## src/rtl/vga_pkg.sv

```systemverilog
// Shared definitions for the VGA output path.
// Holds the 640x480@72Hz timing defaults (with the derived line and frame
// totals), counter and colour widths, and the 3-bit colour codes ({R,G,B}).
package vga_pkg;

    localparam int VGA_H_ACTIVE = 640;
    localparam int VGA_H_FP     = 24;
    localparam int VGA_H_SYNC   = 40;
    localparam int VGA_H_BP     = 128;
    localparam int VGA_H_TOTAL  = VGA_H_ACTIVE + VGA_H_FP + VGA_H_SYNC + VGA_H_BP;

    localparam int VGA_V_ACTIVE = 480;
    localparam int VGA_V_FP     = 9;
    localparam int VGA_V_SYNC   = 3;
    localparam int VGA_V_BP     = 28;
    localparam int VGA_V_TOTAL  = VGA_V_ACTIVE + VGA_V_FP + VGA_V_SYNC + VGA_V_BP;

    // Asserted level of hsync/vsync; 0 means active-low pulses.
    localparam bit VGA_SYNC_POL = 1'b0;

    localparam int CNT_W   = 10;
    localparam int COLOR_W = 3;

    typedef enum logic [COLOR_W-1:0] {
        COLOR_BLACK   = 3'b000,
        COLOR_BLUE    = 3'b001,
        COLOR_GREEN   = 3'b010,
        COLOR_CYAN    = 3'b011,
        COLOR_RED     = 3'b100,
        COLOR_MAGENTA = 3'b101,
        COLOR_YELLOW  = 3'b110,
        COLOR_WHITE   = 3'b111
    } color_e;

endpackage

```

## src/rtl/vga_if.sv

```systemverilog
// Bundle between the VGA timing/output stage and its pixel-side partners.
// master: the timing generator (drives coordinates and monitor pins,
//         receives the pixel strobe and the returned colour).
// slave : the environment (drives px_en and color_px, observes the rest).
interface vga_if;
    import vga_pkg::*;

    logic               px_en;
    logic [CNT_W-1:0]   x_px;
    logic [CNT_W-1:0]   y_px;
    logic               activevideo;
    logic [COLOR_W-1:0] color_px;
    logic [COLOR_W-1:0] rgb;
    logic               hsync;
    logic               vsync;
    logic               frame_start;

    modport master (
        input  px_en, color_px,
        output x_px, y_px, activevideo, rgb, hsync, vsync, frame_start
    );

    modport slave (
        output px_en, color_px,
        input  x_px, y_px, activevideo, rgb, hsync, vsync, frame_start
    );
endinterface

```

## src/rtl/vga_counter.sv

```systemverilog
// Wrapping counter for one VGA axis.
// Ports: clk, srst (sync, active-high), en (advance one step),
//        count (current value, 0..TOTAL-1), wrap (count is at TOTAL-1, i.e.
//        the next enabled edge returns to 0), in_sync (count lies inside the
//        sync pulse window [SYNC_START, SYNC_START+SYNC_LEN-1]).
module vga_counter #(
    parameter int W          = 10,
    parameter int TOTAL      = 832,
    parameter int SYNC_START = 664,
    parameter int SYNC_LEN   = 40
) (
    input  logic         clk,
    input  logic         srst,
    input  logic         en,
    output logic [W-1:0] count,
    output logic         wrap,
    output logic         in_sync
);
    localparam logic [W-1:0] LAST_C       = W'(TOTAL - 1);
    localparam logic [W-1:0] SYNC_FIRST_C = W'(SYNC_START);
    localparam logic [W-1:0] SYNC_LAST_C  = W'(SYNC_START + SYNC_LEN - 1);

    logic [W-1:0] count_reg;
    logic [W-1:0] count_next;

    assign wrap = (count_reg == LAST_C);

    always_comb begin
        count_next = count_reg;
        if (en) begin
            count_next = wrap ? '0 : count_reg + 1'b1;
        end
    end

    always_ff @(posedge clk) begin
        if (srst) begin
            count_reg <= '0;
        end else begin
            count_reg <= count_next;
        end
    end

    assign count   = count_reg;
    assign in_sync = (count_reg >= SYNC_FIRST_C) && (count_reg <= SYNC_LAST_C);
endmodule

```

## src/rtl/vga_sync.sv

```systemverilog
// VGA timing generator and registered output stage.
// Ports: clk, reset (sync, active-high), bus (vga_if.master):
//   px_en in        pixel strobe, every register advances only when high
//   x_px/y_px out   current column/line counters
//   activevideo out combinational visible-area flag
//   color_px in     colour returned for (x_px, y_px)
//   rgb/hsync/vsync/frame_start out  registered pins, one strobe behind x/y
module vga_sync
    import vga_pkg::*;
#(
    parameter int H_ACTIVE = VGA_H_ACTIVE,
    parameter int H_FP     = VGA_H_FP,
    parameter int H_SYNC   = VGA_H_SYNC,
    parameter int H_BP     = VGA_H_BP,
    parameter int V_ACTIVE = VGA_V_ACTIVE,
    parameter int V_FP     = VGA_V_FP,
    parameter int V_SYNC   = VGA_V_SYNC,
    parameter int V_BP     = VGA_V_BP,
    parameter bit SYNC_POL = VGA_SYNC_POL
) (
    input  logic  clk,
    input  logic  reset,
    vga_if.master bus
);
    localparam int H_TOTAL = H_ACTIVE + H_FP + H_SYNC + H_BP;
    localparam int V_TOTAL = V_ACTIVE + V_FP + V_SYNC + V_BP;

    localparam logic [CNT_W-1:0] H_ACT_C = CNT_W'(H_ACTIVE);
    localparam logic [CNT_W-1:0] V_ACT_C = CNT_W'(V_ACTIVE);

    logic [CNT_W-1:0]   h_cnt;
    logic [CNT_W-1:0]   v_cnt;
    logic               h_wrap;
    logic               v_wrap_unused;
    logic               h_in_sync;
    logic               v_in_sync;
    logic               activevideo;

    logic [COLOR_W-1:0] rgb_reg, rgb_next;
    logic               hsync_reg, hsync_next;
    logic               vsync_reg, vsync_next;
    logic               frame_start_reg, frame_start_next;

    vga_counter #(
        .W          (CNT_W),
        .TOTAL      (H_TOTAL),
        .SYNC_START (H_ACTIVE + H_FP),
        .SYNC_LEN   (H_SYNC)
    ) u_h_counter (
        .clk     (clk),
        .srst    (reset),
        .en      (bus.px_en),
        .count   (h_cnt),
        .wrap    (h_wrap),
        .in_sync (h_in_sync)
    );

    // The line counter only moves on the last pixel of a line, so vsync can
    // only change on the same edge as a line wrap.
    vga_counter #(
        .W          (CNT_W),
        .TOTAL      (V_TOTAL),
        .SYNC_START (V_ACTIVE + V_FP),
        .SYNC_LEN   (V_SYNC)
    ) u_v_counter (
        .clk     (clk),
        .srst    (reset),
        .en      (bus.px_en & h_wrap),
        .count   (v_cnt),
        .wrap    (v_wrap_unused),
        .in_sync (v_in_sync)
    );

    assign activevideo = (h_cnt < H_ACT_C) && (v_cnt < V_ACT_C);

    // Blanking: colour from the generator is masked outside the visible area,
    // so whatever it returns during blanking never reaches the pins.
    genvar gi;
    generate
        for (gi = 0; gi < COLOR_W; gi++) begin : g_blank
            assign rgb_next[gi] = bus.color_px[gi] & activevideo;
        end
    endgenerate

    assign hsync_next       = h_in_sync ? SYNC_POL : ~SYNC_POL;
    assign vsync_next       = v_in_sync ? SYNC_POL : ~SYNC_POL;
    assign frame_start_next = (h_cnt == '0) && (v_cnt == '0);

    always_ff @(posedge clk) begin
        if (reset) begin
            rgb_reg         <= COLOR_BLACK;
            hsync_reg       <= ~SYNC_POL;
            vsync_reg       <= ~SYNC_POL;
            frame_start_reg <= 1'b0;
        end else if (bus.px_en) begin
            rgb_reg         <= rgb_next;
            hsync_reg       <= hsync_next;
            vsync_reg       <= vsync_next;
            frame_start_reg <= frame_start_next;
        end
    end

    assign bus.x_px        = h_cnt;
    assign bus.y_px        = v_cnt;
    assign bus.activevideo = activevideo;
    assign bus.rgb         = rgb_reg;
    assign bus.hsync       = hsync_reg;
    assign bus.vsync       = vsync_reg;
    assign bus.frame_start = frame_start_reg;
endmodule

```

## src/flat_wrapper.sv

```systemverilog
// flat-port wrapper written by rule: the top's interface ports become plain ports
module vga_sync_flat import vga_pkg::*;
#(
    parameter int H_ACTIVE = VGA_H_ACTIVE,
    parameter int H_FP     = VGA_H_FP,
    parameter int H_SYNC   = VGA_H_SYNC,
    parameter int H_BP     = VGA_H_BP,
    parameter int V_ACTIVE = VGA_V_ACTIVE,
    parameter int V_FP     = VGA_V_FP,
    parameter int V_SYNC   = VGA_V_SYNC,
    parameter int V_BP     = VGA_V_BP,
    parameter bit SYNC_POL = VGA_SYNC_POL
)
  (clk, reset, bus_px_en, bus_color_px, bus_x_px, bus_y_px, bus_activevideo, bus_rgb, bus_hsync, bus_vsync, bus_frame_start);
  vga_if bus_i ();
  input  logic clk;
  input  logic reset;
  input wire logic [$bits(bus_i.px_en)-1:0] bus_px_en;
  input wire logic [$bits(bus_i.color_px)-1:0] bus_color_px;
  output wire logic [$bits(bus_i.x_px)-1:0] bus_x_px;
  output wire logic [$bits(bus_i.y_px)-1:0] bus_y_px;
  output wire logic [$bits(bus_i.activevideo)-1:0] bus_activevideo;
  output wire logic [$bits(bus_i.rgb)-1:0] bus_rgb;
  output wire logic [$bits(bus_i.hsync)-1:0] bus_hsync;
  output wire logic [$bits(bus_i.vsync)-1:0] bus_vsync;
  output wire logic [$bits(bus_i.frame_start)-1:0] bus_frame_start;
  assign bus_i.px_en = bus_px_en;
  assign bus_i.color_px = bus_color_px;
  assign bus_x_px = bus_i.x_px;
  assign bus_y_px = bus_i.y_px;
  assign bus_activevideo = bus_i.activevideo;
  assign bus_rgb = bus_i.rgb;
  assign bus_hsync = bus_i.hsync;
  assign bus_vsync = bus_i.vsync;
  assign bus_frame_start = bus_i.frame_start;
  vga_sync #(.H_ACTIVE(H_ACTIVE), .H_FP(H_FP), .H_SYNC(H_SYNC), .H_BP(H_BP), .V_ACTIVE(V_ACTIVE), .V_FP(V_FP), .V_SYNC(V_SYNC), .V_BP(V_BP), .SYNC_POL(SYNC_POL)) u_core (.clk(clk), .reset(reset), .bus(bus_i));
endmodule
```

## config.mk

```make
export PLATFORM = sky130hd
export DESIGN_NAME = vga_sync_flat
export DESIGN_NICKNAME = d
export VERILOG_FILES = /design/src/rtl/vga_pkg.sv /design/src/rtl/vga_if.sv /design/src/rtl/vga_counter.sv /design/src/rtl/vga_sync.sv /design/src/flat_wrapper.sv
export SDC_FILE = /design/constraint.sdc
export NUM_CORES = 1
export LEC_CHECK = 0
export CELL_PAD_IN_SITES_DETAIL_PLACEMENT = 0
export CELL_PAD_IN_SITES_GLOBAL_PLACEMENT = 1
export CORE_MARGIN = 8
export CORE_UTILIZATION = 32
export DETAILED_ROUTE_END_ITERATION = 10
export PLACE_DENSITY = 0.81
export SYNTH_ARGS = -nofsm -noshare
export SYNTH_HDL_FRONTEND = slang
export SYNTH_HIERARCHICAL = 1
export SYNTH_SLANG_ARGS = --single-unit
```

## constraint.sdc

```tcl
create_clock -name clk -period 2.05 [get_ports clk]
set_input_delay 0.41 -clock clk [delete_from_list [all_inputs] [get_ports clk]]
set_output_delay 0.41 -clock clk [all_outputs]
set_load 0.01 [all_outputs]
```

==> results.yml, run 1 <==
outcome:
  status: "finished clean"
critical_path:
  critPathKind: "register to register"
  startpoint_type: "register"
  required_ns: 2.25
  setup.worst_path.end_class: "register"
  crit_path_max_fanout: 7
  worstPathArrival_ns: 2.16
finish:
  seqCellArea_um2: 520
  num-fill-cells: 397
  area_delta_synth_final_pct: 43.7
  drive_above_1_share: 0.179
  nNetsFinal: 220
  antenna_cells: 0
  multi_input_area_um2: 807
drt:
  viasPerCell: 5.26
  dr_total_vias: 1351
  drtPass1Iterations: 4
  drc_errors: 0
  wirelength_um: 3750
  drtIter0Drc: 71
  detail_route.wl_per_cell_um: 14.6
  ant_nets: 0
global_routing:
  first_global_vias: 1318
  grt_max_degree: 16
  antenna_found_initial: 0
  grt-ovfl-total: 0
  grt_pass1_wl_um: 6220
  grt_usage: 0.116
timing:
  tns_ns: 0
  worst-slew-pin-transition_ns: 0.347
  fin_crit_sh: 0.958
  min_period_ns: 1.96
  hold_violations: 0
  skew_ns: 0.00105
  relSlewSlack: 0.769
  finalSetupViolations: 0
  setup_ws_ns: 0.0867
  slew_viol_final: 0
  max_freq_ghz: 0.509
floorplan:
  dieWidth_um: 81.0
  initial_utilization: 0.336
  num_rows: 23
  io_pins: 33
  die_y_um: 81.0
  coreArea_um2: 4030
  die_area_um2: 6570
synth:
  synth_cells: 154
  ys.warnings.count: 6
  syn_nets: 165
  syn_area_um2: 1350
  avgSynthCellArea_um2: 8.79
power:
  finalPower_mw: 0.893
  p_per_area_nw_per_um2: 459
  p_sw_mw: 0.198
  seq_power_share: 0.581
  ir_drop_v: 0.000280
  swShare: 0.222
  p_int_mw: 0.695
  p_clk_frac: 0.315
  p_comb_frac: 0.104
  p_leak_nw: 0.708
placement:
  portBuffers: 32
  dpl.hpwl_um: 2850
  gp_congestion: 0.820
  post-place-ws_ns: 0.0167
clock_network:
  cts_buffers: 3
  cts_root_buf: "clkbuf_8"
  clkTransAtPathRegs_ns: 0.08
  cts_tree: "built"
  clock-sinks: 26
  cts_buffer_depth: 2
  htreeDepth: 1
  cts_hold_buf: 0
  clock_latency_ns: 0.26
job:
  max-cap-violations: 0
worst_hold_path:
  hold_class: "register to register"
power groups by stage:
stage / Sequential [mW] / Combinational, mW / Clock (mW)
after floorplan: 0.540 / 0.0353 / 0
after global placement: 0.530 / 0.0913 / 0
after detailed placement: 0.531 / 0.0940 / 0
after CTS: 0.519 / 0.0943 / 0.297
after global routing: 0.520 / 0.102 / 0.312
final: 0.519 / 0.0931 / 0.281
path summary, 6_finish.rpt:
check	startpoint	end	slack [ns]	depth (start not counted)
hold / removal	u_core/bus.frame_start	u_core/bus.frame_start	0.45	2
setup / recovery	u_core/u_h_counter/count[7]	u_core/u_v_counter/count[9]	0.09	6
setup reg to reg	u_core/u_h_counter/count[7]	u_core/u_v_counter/count[9]	0.09	6
hold reg to reg	u_core/bus.frame_start	u_core/bus.frame_start	0.45	2
routing by layer:
| layer | global-route usage | wire length (um) | up-vias |
|---|---|---|---|
| met4 | 0.0500 | 57 | 0 |
| met5 | 0 | 0 | - |
| met3 | 0.0243 | 322 | 4 |
| met2 | 0.192 | 1760 | 48 |
| met1 | 0.141 | 1610 | 633 |
| li1 | - | - | 666 |
worst max-delay path: stages (launching register included):
cell and delay, ns:
dfxtp_1 0.37, nand3b_1 0.22, nor4_1 0.25, and2_2 0.24, nand4_4 0.13, or4_1 0.52, a21oi_1 0.16
stage by stage:
step | instance area (um^2) | std cells | util | hold WS [ns]
6_report | 1950 | 257 | 0.483 | 0.452
5_1_grt | 1950 | 257 | 0.483 | 0.485
4_1_cts | 1920 | 256 | 0.478 | 0.457
3_5_place_dp | 1870 | 253 | 0.465 | 0.445
3_3_place_gp | 1870 | 253 | 0.465 | 0.441
2_1_floorplan | 1350 | 154 | - | 0.469
placed cells by master (no fill, tap or decap), drive strengths merged, types with 2 or more instances in the layout:
master / n
inv: 7
buf: 22
o31ai: 5
nor4b: 2
ha: 5
xor2: 5
xnor2: 3
nand2b: 5
nand3: 3
nor2: 15
or3: 5
o21ai: 10
nand2: 13
clkdlybuf4s50: 31
a21oi: 14
dfxtp: 26
or4: 4
nor4: 6
mux2i: 2
nand4: 12
clkbuf: 3
layout make-up:
class | count | share of cell area
well taps | 50 | 0.0322
inverters | 7 | 0.0135
clock buffers | 3 | 0.0212
flip-flops and latches | 26 | 0.268
multi-input cells | 117 | 0.415
repair buffers | 54 | 0.251
timing repair:
item,4_1_cts,5_1_grt
buffers inserted,0,1
gates resized for setup,2,4
setup endpoints to repair,1,10
(Power assumes the default switching activity.)
==> inputs of run 2 (changes only) <==
--- a/config.mk
+++ b/config.mk
@@ -5,12 +5,14 @@
 export SDC_FILE = /design/constraint.sdc
 export NUM_CORES = 1
 export LEC_CHECK = 0
+export CAP_MARGIN = 20
 export CELL_PAD_IN_SITES_DETAIL_PLACEMENT = 0
 export CELL_PAD_IN_SITES_GLOBAL_PLACEMENT = 1
 export CORE_MARGIN = 8
 export CORE_UTILIZATION = 32
 export DETAILED_ROUTE_END_ITERATION = 10
 export PLACE_DENSITY = 0.81
+export SKIP_LAST_GASP = 1
 export SYNTH_ARGS = -nofsm -noshare
 export SYNTH_HDL_FRONTEND = slang
 export SYNTH_HIERARCHICAL = 1
==> results of run 2 <==
Final layout, timing and power as in run 1 (identical DEF).
